<file path="config.mk">
export PLATFORM = sky130hd
export DESIGN_NAME = regwb_scoreboard
export DESIGN_NICKNAME = d
export VERILOG_FILES = /design/src/rtl/regwb_scoreboard_pkg.sv /design/src/rtl/regwb_scoreboard_sb_entry.sv /design/src/rtl/regwb_scoreboard.sv
export SDC_FILE = /design/constraint.sdc
export NUM_CORES = 1
export LEC_CHECK = 0
export CAP_MARGIN = 5
export CORE_MARGIN = 2
export CORE_UTILIZATION = 55
export DETAILED_ROUTE_END_ITERATION = 8
export GPL_TIMING_DRIVEN = 1
export PLACE_DENSITY = 0.73
export SLEW_MARGIN = 20
export SYNTH_ARGS = -nofsm -noshare
export SYNTH_HDL_FRONTEND = slang
export SYNTH_HIERARCHICAL = 1
export SYNTH_SLANG_ARGS = --single-unit
</file>
<file path="constraint.sdc">
create_clock -name clk -period 5.65 [get_ports clk]
set_input_delay 1.13 -clock clk [delete_from_list [all_inputs] [get_ports clk]]
set_output_delay 1.13 -clock clk [all_outputs]
set_load 0.1 [all_outputs]
</file>
<file path="src/rtl/regwb_scoreboard_pkg.sv">
// Shared definitions for the DE-stage hazard view: register address width,
// register count and write-enable helpers.
package regwb_scoreboard_pkg;

   localparam int unsigned reg_aw_c = 5;
   localparam int unsigned nreg_c   = 32;
   localparam logic [reg_aw_c-1:0] reg0_c = '0;

   function automatic logic wen_any(input logic [3:0] wen);
      return |wen;
   endfunction

endpackage

</file>
<file path="src/rtl/regwb_scoreboard_sb_entry.sv">
// One tracked register: pending-write counter plus youngest-writer load bit.
module sb_entry #(
   parameter int unsigned CNT_W = 2
) (
   input  logic clk,
   input  logic rst,
   input  logic inc,
   input  logic dec,
   input  logic flush,
   input  logic is_load,
   output logic pending,
   output logic load,
   output logic sat,
   output logic unf
);

   localparam logic [CNT_W-1:0] CntMax = '1;
   localparam logic [CNT_W-1:0] CntOne = CNT_W'(1);

   logic [CNT_W-1:0] cnt_q, cnt_d;
   logic             ld_q, ld_d;

   always_comb begin
      cnt_d = cnt_q;
      ld_d  = ld_q;
      sat   = 1'b0;
      // A retire with nothing pending is an error even if a flush hides it.
      unf   = dec & ~(inc & ~flush) & (cnt_q == '0);
      if (flush) begin
         cnt_d = '0;
         ld_d  = 1'b0;
      end else if (inc && dec) begin
         ld_d = is_load;
      end else if (inc) begin
         ld_d = is_load;
         if (cnt_q == CntMax) sat = 1'b1;
         else cnt_d = cnt_q + CntOne;
      end else if (dec && cnt_q != '0) begin
         cnt_d = cnt_q - CntOne;
         if (cnt_q == CntOne) ld_d = 1'b0;
      end
   end

   always_ff @(posedge clk or posedge rst) begin
      if (rst) begin
         cnt_q <= '0;
         ld_q  <= 1'b0;
      end else begin
         cnt_q <= cnt_d;
         ld_q  <= ld_d;
      end
   end

   assign pending = (cnt_q != '0);
   assign load    = ld_q;

endmodule

</file>
<file path="src/rtl/regwb_scoreboard.sv">
// Pending-write scoreboard: tracks DE->EX issued writes until WB retires them,
// and exposes pending/load status for the two DE read ports plus divider busy.
module regwb_scoreboard
   import regwb_scoreboard_pkg::*;
#(
   parameter int unsigned NREG  = nreg_c,
   parameter int unsigned CNT_W = 2
) (
   input  logic                clk,
   input  logic                rst,
   input  logic                issue_valid,
   input  logic [reg_aw_c-1:0] issue_waddr,
   input  logic [3:0]          issue_wen,
   input  logic                issue_is_load,
   input  logic                issue_is_div,
   input  logic                retire_valid,
   input  logic [reg_aw_c-1:0] retire_waddr,
   input  logic [3:0]          retire_wen,
   input  logic                div_done,
   input  logic                flush,
   input  logic [reg_aw_c-1:0] rs_addr,
   input  logic [reg_aw_c-1:0] rt_addr,
   output logic                rs_pending,
   output logic                rt_pending,
   output logic                rs_load,
   output logic                rt_load,
   output logic                div_busy,
   output logic                sb_err
);

   logic issue_hit, retire_hit;
   logic [NREG-1:0] pend, ldv, sat_v, unf_v;
   logic div_busy_q, div_busy_d;
   logic sb_err_q, sb_err_d;

   assign issue_hit  = issue_valid & wen_any(issue_wen) & (issue_waddr != reg0_c);
   assign retire_hit = retire_valid & wen_any(retire_wen) & (retire_waddr != reg0_c);

   // Register 0 is hardwired and never tracked.
   assign pend[0]  = 1'b0;
   assign ldv[0]   = 1'b0;
   assign sat_v[0] = 1'b0;
   assign unf_v[0] = 1'b0;

   for (genvar r = 1; r < NREG; r++) begin : g_entry
      sb_entry #(
         .CNT_W(CNT_W)
      ) u_entry (
         .clk    (clk),
         .rst    (rst),
         .inc    (issue_hit & (issue_waddr == reg_aw_c'(r))),
         .dec    (retire_hit & (retire_waddr == reg_aw_c'(r))),
         .flush  (flush),
         .is_load(issue_is_load),
         .pending(pend[r]),
         .load   (ldv[r]),
         .sat    (sat_v[r]),
         .unf    (unf_v[r])
      );
   end

   always_comb begin
      div_busy_d = div_busy_q;
      if (flush) div_busy_d = 1'b0;
      else if (issue_valid && issue_is_div) div_busy_d = 1'b1;
      else if (div_done) div_busy_d = 1'b0;
      sb_err_d = sb_err_q | (|sat_v) | (|unf_v);
   end

   always_ff @(posedge clk or posedge rst) begin
      if (rst) begin
         div_busy_q <= 1'b0;
         sb_err_q   <= 1'b0;
      end else begin
         div_busy_q <= div_busy_d;
         sb_err_q   <= sb_err_d;
      end
   end

   assign rs_pending = (rs_addr != reg0_c) & pend[rs_addr];
   assign rt_pending = (rt_addr != reg0_c) & pend[rt_addr];
   assign rs_load    = rs_pending & ldv[rs_addr];
   assign rt_load    = rt_pending & ldv[rt_addr];
   assign div_busy   = div_busy_q;
   assign sb_err     = sb_err_q;

endmodule

</file>
==> impl.org, run 1 <==
** Hold path
- Hold-critical path depth :: 2
- For hold timing, the worst endpoint is div_busy.
- Worst min-delay path category :: flip-flop to flip-flop
- In this run the most critical hold path is launched from div_busy.

** Finish
- Post-route core utilization :: 62.2%
- Total of fill cells in the finished design :: 1535
- With fillers left out, the area of the finished cells amounts to 11300 um^2.
- Ant. Diodes :: 0
- The multi-input combinational cells in the finished layout cover a total of 7050 um^2.
- For this run, the number of standard cells in the final layout without fillers is 1455.
- Flip-flop and latch area :: 2380 um^2
- In the final layout, the share of cells above drive strength 1 is 16.9%.
- The net count of the finished layout is 1350.
- Area delta synth->final :: 9.95%

** Clock network
- Sinks on Clock Net :: 95
- Clock tree from TritonCTS :: built
- The number of setup buffers added after CTS is 0.
- Post-cts sizing count :: 0
- After clock tree synthesis, the clock-pin slew on the worst setup and hold paths is 0.07 ns.
- The tree is rooted in a clkbuf_16.
- For the worst-skew pair, the clock arrives at the later sink with an insertion delay of 0.36 ns.
- The clock tree synthesis step divided the H-tree into 3 levels.
- Hold buffer count at cts :: 0
- Counting the buffers created by CTS gives 9.
- Number of buffers on the longest clock path :: 2

** Logic synthesis
- Yosys mapped a number of flops with a built-in enable equal to 0.
- Ys async rst share :: 100%
- Post-synthesis register bit count :: 95
- Mapped Avg Cell Area :: 8.77 um^2
- Number of distinct standard cells referenced by the synthesized netlist :: 51
- Cell area after synthesis :: 10300 um^2
- Mapped Nets :: 1300
- Sorting the synthesized cells by area gives the leading types as dfrtp_1 23%, ha_1 11%, nor3b_2 11%, inv_1 7.0%, nor4_2 3.8%.
- Sorting the synthesized cells by how often they occur yields 192 x inv_1, 95 x dfrtp_1, 93 x ha_1, 93 x nor3b_2, 75 x nor3_1.
- The Yosys step of the flow raised 6 warnings.
- Cell with the most instances after synthesis :: inv_1
- Of the post-synthesis cell area, the dominant cell type holds 23.1%.
- In the synthesized netlist the dominant register cell turns out to be dfrtp_1.
- Number of instances in the synthesized netlist :: 1171
- The share of the Yosys chip area taken by registers is 23.1%.
- Of all cell types, the one taking the most synthesized area is dfrtp_1.

** Critical path
- By startpoint and endpoint, the worst setup path is classified as input port to output pin.
- The largest single stage delay on the critical path is 0.96 ns.
- At the worst endpoint, the arrival time is 3.66 ns.
- For the worst setup path, the data required time is 4.52 ns.
- Crit-path max FO :: 15
- Origin of the critical flop-to-flop path :: g_entry[7].u_entry/cnt_q[1]
- Traced cell by cell, the critical path runs through clkdlybuf4s50_1, buf_4, mux4_2, nor2_1, nor3_1, nor3_1, o21ba_1, buf_12.
- Most repeated library cell on the critical path :: nor3_1
- Reg-to-reg setup timing slack :: 3.45 ns
- The slowest stage of the critical path is the clkdlybuf4s50_1 cell.
- Worst flop-to-flop path endpoint :: sb_err
- Startpoint Class :: input port
- Counting cells, the worst reg-to-reg path comes to 6.
- Element type at the critical path end :: output pin

** Routing
- Summed over all nets, wire length on met2 after detailed routing comes to 13300 um.
- DRT met1 WL :: 12300 um
- Uppermost layer routed :: met4
- Post-DR wirelength/cell :: 19.3 um
- For this block, the initial DRC count from the detailed router was 626.
- Detailed routing placed a total of 1770 um of wire on met3.
- The detail route stage leaves a number of antenna-violating nets equal to 0.
- Dividing the detail-routed via count by the number of cells gives 6.22.
- Wires add up to 28100 um.
- Post-detailed-route DRC marker count :: 0
- Initial DRT Pass Iterations :: 6
- The routed layout has 9044 vias.

** STA
- Worst rel slew slack :: 29.9%
- Number of hold violations in the final report :: 0
- Setup slack closes at 0.861 ns.
- Fmax :: 209 MHz
- Total Negative Setup Slacks :: 0 ns
- Post-layout minimum cycle time :: 4.79 ns
- Worst Tran Pin Value :: 1.04 ns
- The count of final max-slew check failures was 0.
- Of the available clock period, the critical path in the final layout requires 84.8%.
- Setup repair after global routing left no endpoint under its margin.
- On the final layout, the worst hold slack is 0.545 ns.
- Setup violations remaining at the end of the flow were counted as 0.
- Setup Skew :: 0.00617 ns

** Floorplanning
- The die is 141 um tall.
- Horiz. Die Dim :: 141 um
- Die outline area :: 19800 um^2
- Core Region :: 18100 um^2
- Once the floorplan was initialized, standard cells occupied 56.6% of the core.
- Number of top-level pins :: 42
- Std-Cell Rows :: 49

** Power and ir drop
- Power comes to 1.59 mW.
- Summed over all cells, the static leakage comes to 4.71 nW.
- Across the VDD grid, the largest voltage drop is 0.145 mV.
- Power spread over the standard cell area amounts to 141 nW/um^2.

** Flow run
- Max-cap violations in this run came to 0.

** Placed design
- Dpl cells :: 1439
- Input and output buffers added on the ports amount to 41.
- Placed instance area :: 11000 um^2
- At the end of routability-driven placement, the weighted congestion stood at 0.987.
- HPWL reported at the end of detailed placement :: 21500 um
- Worst slack at placement :: 0.872 ns

** Global route
- Total global routing track utilization :: 28.5%
- Antenna violations before repair :: 0
- After global routing the overflow that remains totals 0.
- Maximum number of pins on one net before global-route repair :: 61
- Via count of the first global-routing pass :: 8758
- The first global-routing pass estimated 45200 um of wire.

** Run status
- The run finished with clean final reports.
## how the worst max path moves through the flow
stage | startpoint | end | slack (ns)
after floorplan | rt_addr[0] | rt_load | 0.87
after global placement | rs_addr[0] | rs_load | 0.92
after detailed placement | issue_waddr[0] | sb_err | 0.87
after CTS | rs_addr[0] | rs_load | 0.89
after global routing | rs_addr[0] | rs_load | 0.66
final | rs_addr[0] | rs_load | 0.86
## cell families after synthesis
family          count (synthesis)  synth area share (%)
flops                          95                  23.1
buf+inv                       208                  8.19
mux                            47                  6.32
simple gates                  540                  37.7
compound gates                188                  13.3
fa+ha+maj                      93                  11.3
## critical path, delay by kind of cell
kind	cells	cell delay [ns]
buf+inv	3	1.44
mux	1	0.52
simple gates	3	0.34
compound gates	1	0.23
## layout make-up
| cell class | count | area share (%) |
|---|---|---|
| Multi-Input combinational cell | 868 | 62.5 |
| Clock buffer | 10 | 2.03 |
| Sequential cell | 95 | 21.0 |
| Timing Repair Buffer | 55 | 5.01 |
| Tap cell | 229 | 2.54 |
| Inverter | 192 | 6.38 |
| Clock inverter | 6 | 0.543 |
## cells in the final DEF (no fill, tap or decap), types with 32 or more instances in the layout
cell type,instances
a211oi_1,34
nor2_1,67
nor3_1,75
nor3b_2,93
inv_1,192
ha_1,93
nand2b_1,44
nor2b_1,41
a21oi_1,38
and3_1,32
nand2_1,53
o21ai_0,33
clkdlybuf4s50_1,36
dfrtp_1,95
## flip-flops by register name (all words and copies together), names as in the netlist
name and flops:
div_busy 1, g_entry.u_entry/cnt_q 62, g_entry.u_entry/load 31, sb_err 1
## metal layers
metal  track usage, %  vias up
met1             37.9     4406
met3             4.79       53
met4             9.53        0
met2             47.3      298
li1                 -     4287
met5                0        -
## power by group
| part | internal (mW) | switching [mW] | total, mW |
|---|---|---|---|
| combinational | 0.0951 | 0.170 | 0.265 |
| sequential | 0.687 | 0.00866 | 0.695 |
| clock | 0.342 | 0.292 | 0.635 |
No activity file was read; power rests on OpenSTA's default activity.
==> run 2, diff against run 1 <==
Clock period 5.65 ns to 4.8 ns, I/O delays scaled along.
==> run 2 against run 1 <==
Against the previous run: die area stayed put; non-clock buffer count is 14 higher; final cell count up 0.89%; global-route usage decreased by 0.32 points; sequential power grew 18%; cell area is 0.94% higher; critical path depth is 1 lower; flip-flop and latch count is the same; core utilization rose by 0.59 points; largest power group unchanged.
==> impl.org, run 2 (synthesis results as in run 1) <==
** Run status
- Run status: completed (unchanged).

** Critical path
- Reg-to-reg setup timing slack :: 2.48 ns (was 3.45 ns)
- The startpoint of the most critical register-to-register path is g_entry[11].u_entry/cnt_q[0] (was g_entry[7].u_entry/cnt_q[1]).
- The data arrival time of the critical path was 3.38 ns (was 3.66 ns).
- The category of the worst setup path launch point is an input port (unchanged).
- The critical path buffer and inverter count was 3 (unchanged).
- The critical path endpoint category is an output pin (unchanged).
- The top fanout value on the critical path was 8 (was 15).
- Crit path max-delay cell type :: clkdlybuf4s50_1 (unchanged)
- Family with the most delay on the worst path :: compound AO/OA/AOI/OAI gates (was buffers and inverters)
- The highest cell delay on the worst timing path came to 0.67 ns (was 0.96 ns).
- The worst flop-to-flop path endpoint is sb_err (unchanged).
- Most repeated library cell on the critical path :: a31oi_1 (was nor3_1)
- The category of the critical setup timing path was input port to output pin (unchanged).
- The number of cell instances on the worst register-to-register path is 6 (unchanged).
- Cell chain of the critical path :: clkdlybuf4s50_1, mux4_2, inv_1, a2111oi_1, a31oi_1, a31oi_1, buf_12 (was clkdlybuf4s50_1, buf_4, mux4_2, nor2_1, nor3_1, nor3_1, o21ba_1, buf_12)
- Required time at the endpoint of the critical path :: 3.84 ns (was 4.52 ns)

** Finish
- Most used cells in the layout excluding fill and tap cells: 192 x inv_1, 95 x dfrtp_1, 93 x nor3b_2, 93 x ha_1, 75 x nor3_1 (unchanged).
- The number of nets at the end of the flow was 1364 (was 1350).
- The most frequent standard cell in the layout excluding fill and tap cells is inv_1 (unchanged).
- Total of fill cells in the finished design :: 1538 (was 1535)
- Number of flip-flops under the largest register name :: 62 (unchanged)
- The fraction of layout cells with a size suffix above 1 is 17.8% (was 16.9%).
- The register with the most flip-flops was g_entry.u_entry/cnt_q (unchanged).
- The antenna diode count is 0 (unchanged).
- The design area is 11400 um^2 (was 11300 um^2).
- The area growth from synthesis to final layout came to 11.0% (was 9.95%).

** STA
- Total Negative Setup Slacks :: 0 ns (unchanged)
- Fmax :: 230 MHz
- The actual transition at the worst max-transition pin came to 0.963 ns (was 1.04 ns).
- Unrepaired setup endpoints after global routing :: no (unchanged)
- Final worst-path cycle share :: 90.4%
- Final slew viol count :: 0 (unchanged)
- Worst rel slew slack :: 35.6% (was 29.9%)
- Number of hold violations in the final report :: 0 (unchanged)
- Setup-failing EPs final :: 0 (unchanged)
- The worst path needs 4.34 ns of the cycle, external delays included.
- Setup Skew :: 0.00694 ns (was 0.00617 ns)

** Clock network
- H-Tree Level Count :: 3 (unchanged)
- Clock transition at the register clock pins on the worst setup and hold paths after CTS :: 0.07 ns (about the same)
- The number of buffers between clock root and the deepest sink was 2 (unchanged).
- The count of buffers added by post-CTS timing repair for setup was 0 (unchanged).
- Post-cts sizing count :: 0 (unchanged)
- The clock latency on the worst-skew pair was 0.36 ns (about the same).
- Clock tree from TritonCTS :: built (unchanged)
- Num CTS Buffers :: 9 (unchanged)
- Cell at the root of the clock tree :: clkbuf_16 (unchanged)
- The sink count of the clock tree came to 95 (unchanged).
- The post-cts hold buffer count came to 0 (unchanged).

** Placed design
- Placed instance area :: 11100 um^2 (was 11000 um^2)
- Quantity of I/O buffers inserted on ports :: 41 (unchanged)
- HPWL reported at the end of detailed placement :: 21600 um (was 21500 um)
- Routability-driven placement congestion ratio :: 0.997 (was 0.987)

** Routing
- The via count of the routed design is 9117 (was 9044).
- The DRC violation total after the first TritonRoute iteration is 693 (was 626).
- The sum of routed wire segments on met1 was 11800 um (was 12300 um).
- Initial DRT Pass Iterations :: 5 (was 6)
- The number of antenna-violating nets in the routed design was 0 (unchanged).
- The met2 wire length came to 13500 um (was 13300 um).
- The detailed-route DRC error count came to 0 (unchanged).
- The total routed wirelength was 28100 um (about the same).
- Met3 wire len :: 1970 um (was 1770 um)
- The via density per instance was 6.21 (was 6.22).
- The detail-routed net length per standard cell is 19.1 um (was 19.3 um).
- The highest layer used for signal routing was met4 (unchanged).

** Global route
- The largest net degree at the start of global routing came to 45 (was 61).
- The number of antenna violations at the first check in global routing was 0 (unchanged).
- Leftover overflow at the end of global routing :: 0 (unchanged)
- The global routing usage summed across all routing layers came to 28.2% (was 28.5%).
- Wire length of the first global-routing pass :: 44600 um (was 45200 um)
- The number of global-route vias before repair was 8618 (was 8758).

** Power and ir drop
- The power per unit of standard cell area came to 163 nW/um^2 (was 141 nW/um^2).
- The leakage power figure came to 4.79 nW (was 4.71 nW).
- The peak supply drop was 0.168 mV (was 0.145 mV).

** Hold path
- The number of stages on the worst hold path was 2 (unchanged).
- Hold Crit Endpoint :: div_busy (unchanged)
- Launch instance of the worst min-delay path :: div_busy (unchanged)
- Worst min-delay path category :: flip-flop to flip-flop (unchanged)

** Floorplanning
- The number of placement rows is 49 (unchanged).
- The area of the core came to 18100 um^2 (unchanged).
- The die span in x is 141 um (unchanged).
- Effective utilization at floorplan :: 56.6% (unchanged)
- Die height :: 141 um (unchanged)
- Die outline area :: 19800 um^2 (unchanged)
- The number of placed I/O pins is 42 (unchanged).

** Flow run
- The count of maximum capacitance violations came to 0 (unchanged).
==> run 2: cell types whose count changed in the layout (fill, tap and decap cells not counted), sizes merged <==
cell / change
buf: +14
clkinvlp: -1
==> run 2: where the power goes <==
part | switching [mW] | total (mW) | internal, mW | leakage [nW]
Sequential | 0.0102 | 0.819 | 0.809 | 1.32
Clock | 0.330 | 0.728 | 0.398 | 0.142
Combinational | 0.200 | 0.317 | 0.117 | 3.33
==> run 2: how the worst max path moves through the flow <==
stage	startpoint	to	slack, ns	cells past startpoint
2_1_floorplan	rt_addr[0]	rt_load	0.36	7
6_report	rt_addr[0]	rt_load	0.46	7
5_1_grt	rt_addr[0]	rt_load	0.32	7
4_1_cts	rt_addr[0]	rt_load	0.47	8
3_5_place_dp	issue_waddr[2]	sb_err	0.42	10
3_3_place_gp	rt_addr[0]	rt_load	0.47	8
==> run 2: per-layer routing <==
metal / up-vias / GRT usage, %
met5: - / 0
met4: 0 / 10.4
met3: 61 / 5.67
met2: 333 / 46.5
met1: 4409 / 36.8
li1: 4314 / -
==> run 2: area by class of cell <==
class / instances / area, um^2 / area share [%]
inverter: 192 / 721 / 6.32
multi-input combinational: 868 / 7050 / 61.9
clock buffer: 10 / 229 / 2.01
sequential: 95 / 2380 / 20.9
clock inverter: 5 / 50.0 / 0.439
timing repair buffer: 69 / 683 / 5.99
tap: 229 / 287 / 2.51
==> run 2: through the flow <==
stage          power, mW  utilization [%]  setup WS (ns)  std cells  hold WS, ns
2_1_floorplan       1.01                -          0.362       1171        0.580
3_3_place_gp        1.14             61.3          0.474       1453        0.541
3_5_place_dp        1.15             61.3          0.424       1453        0.548
4_1_cts             1.87             62.8          0.466       1468        0.559
5_1_grt             1.93             62.8          0.316       1468        0.594
6_report            1.86             62.8          0.459       1468        0.554
==> run 2: worst min-delay path, cell delays in order (launching register included) <==
cell	delay (ns)
dfrtp_1	0.39
nand2b_1	0.07
a21oi_1	0.05
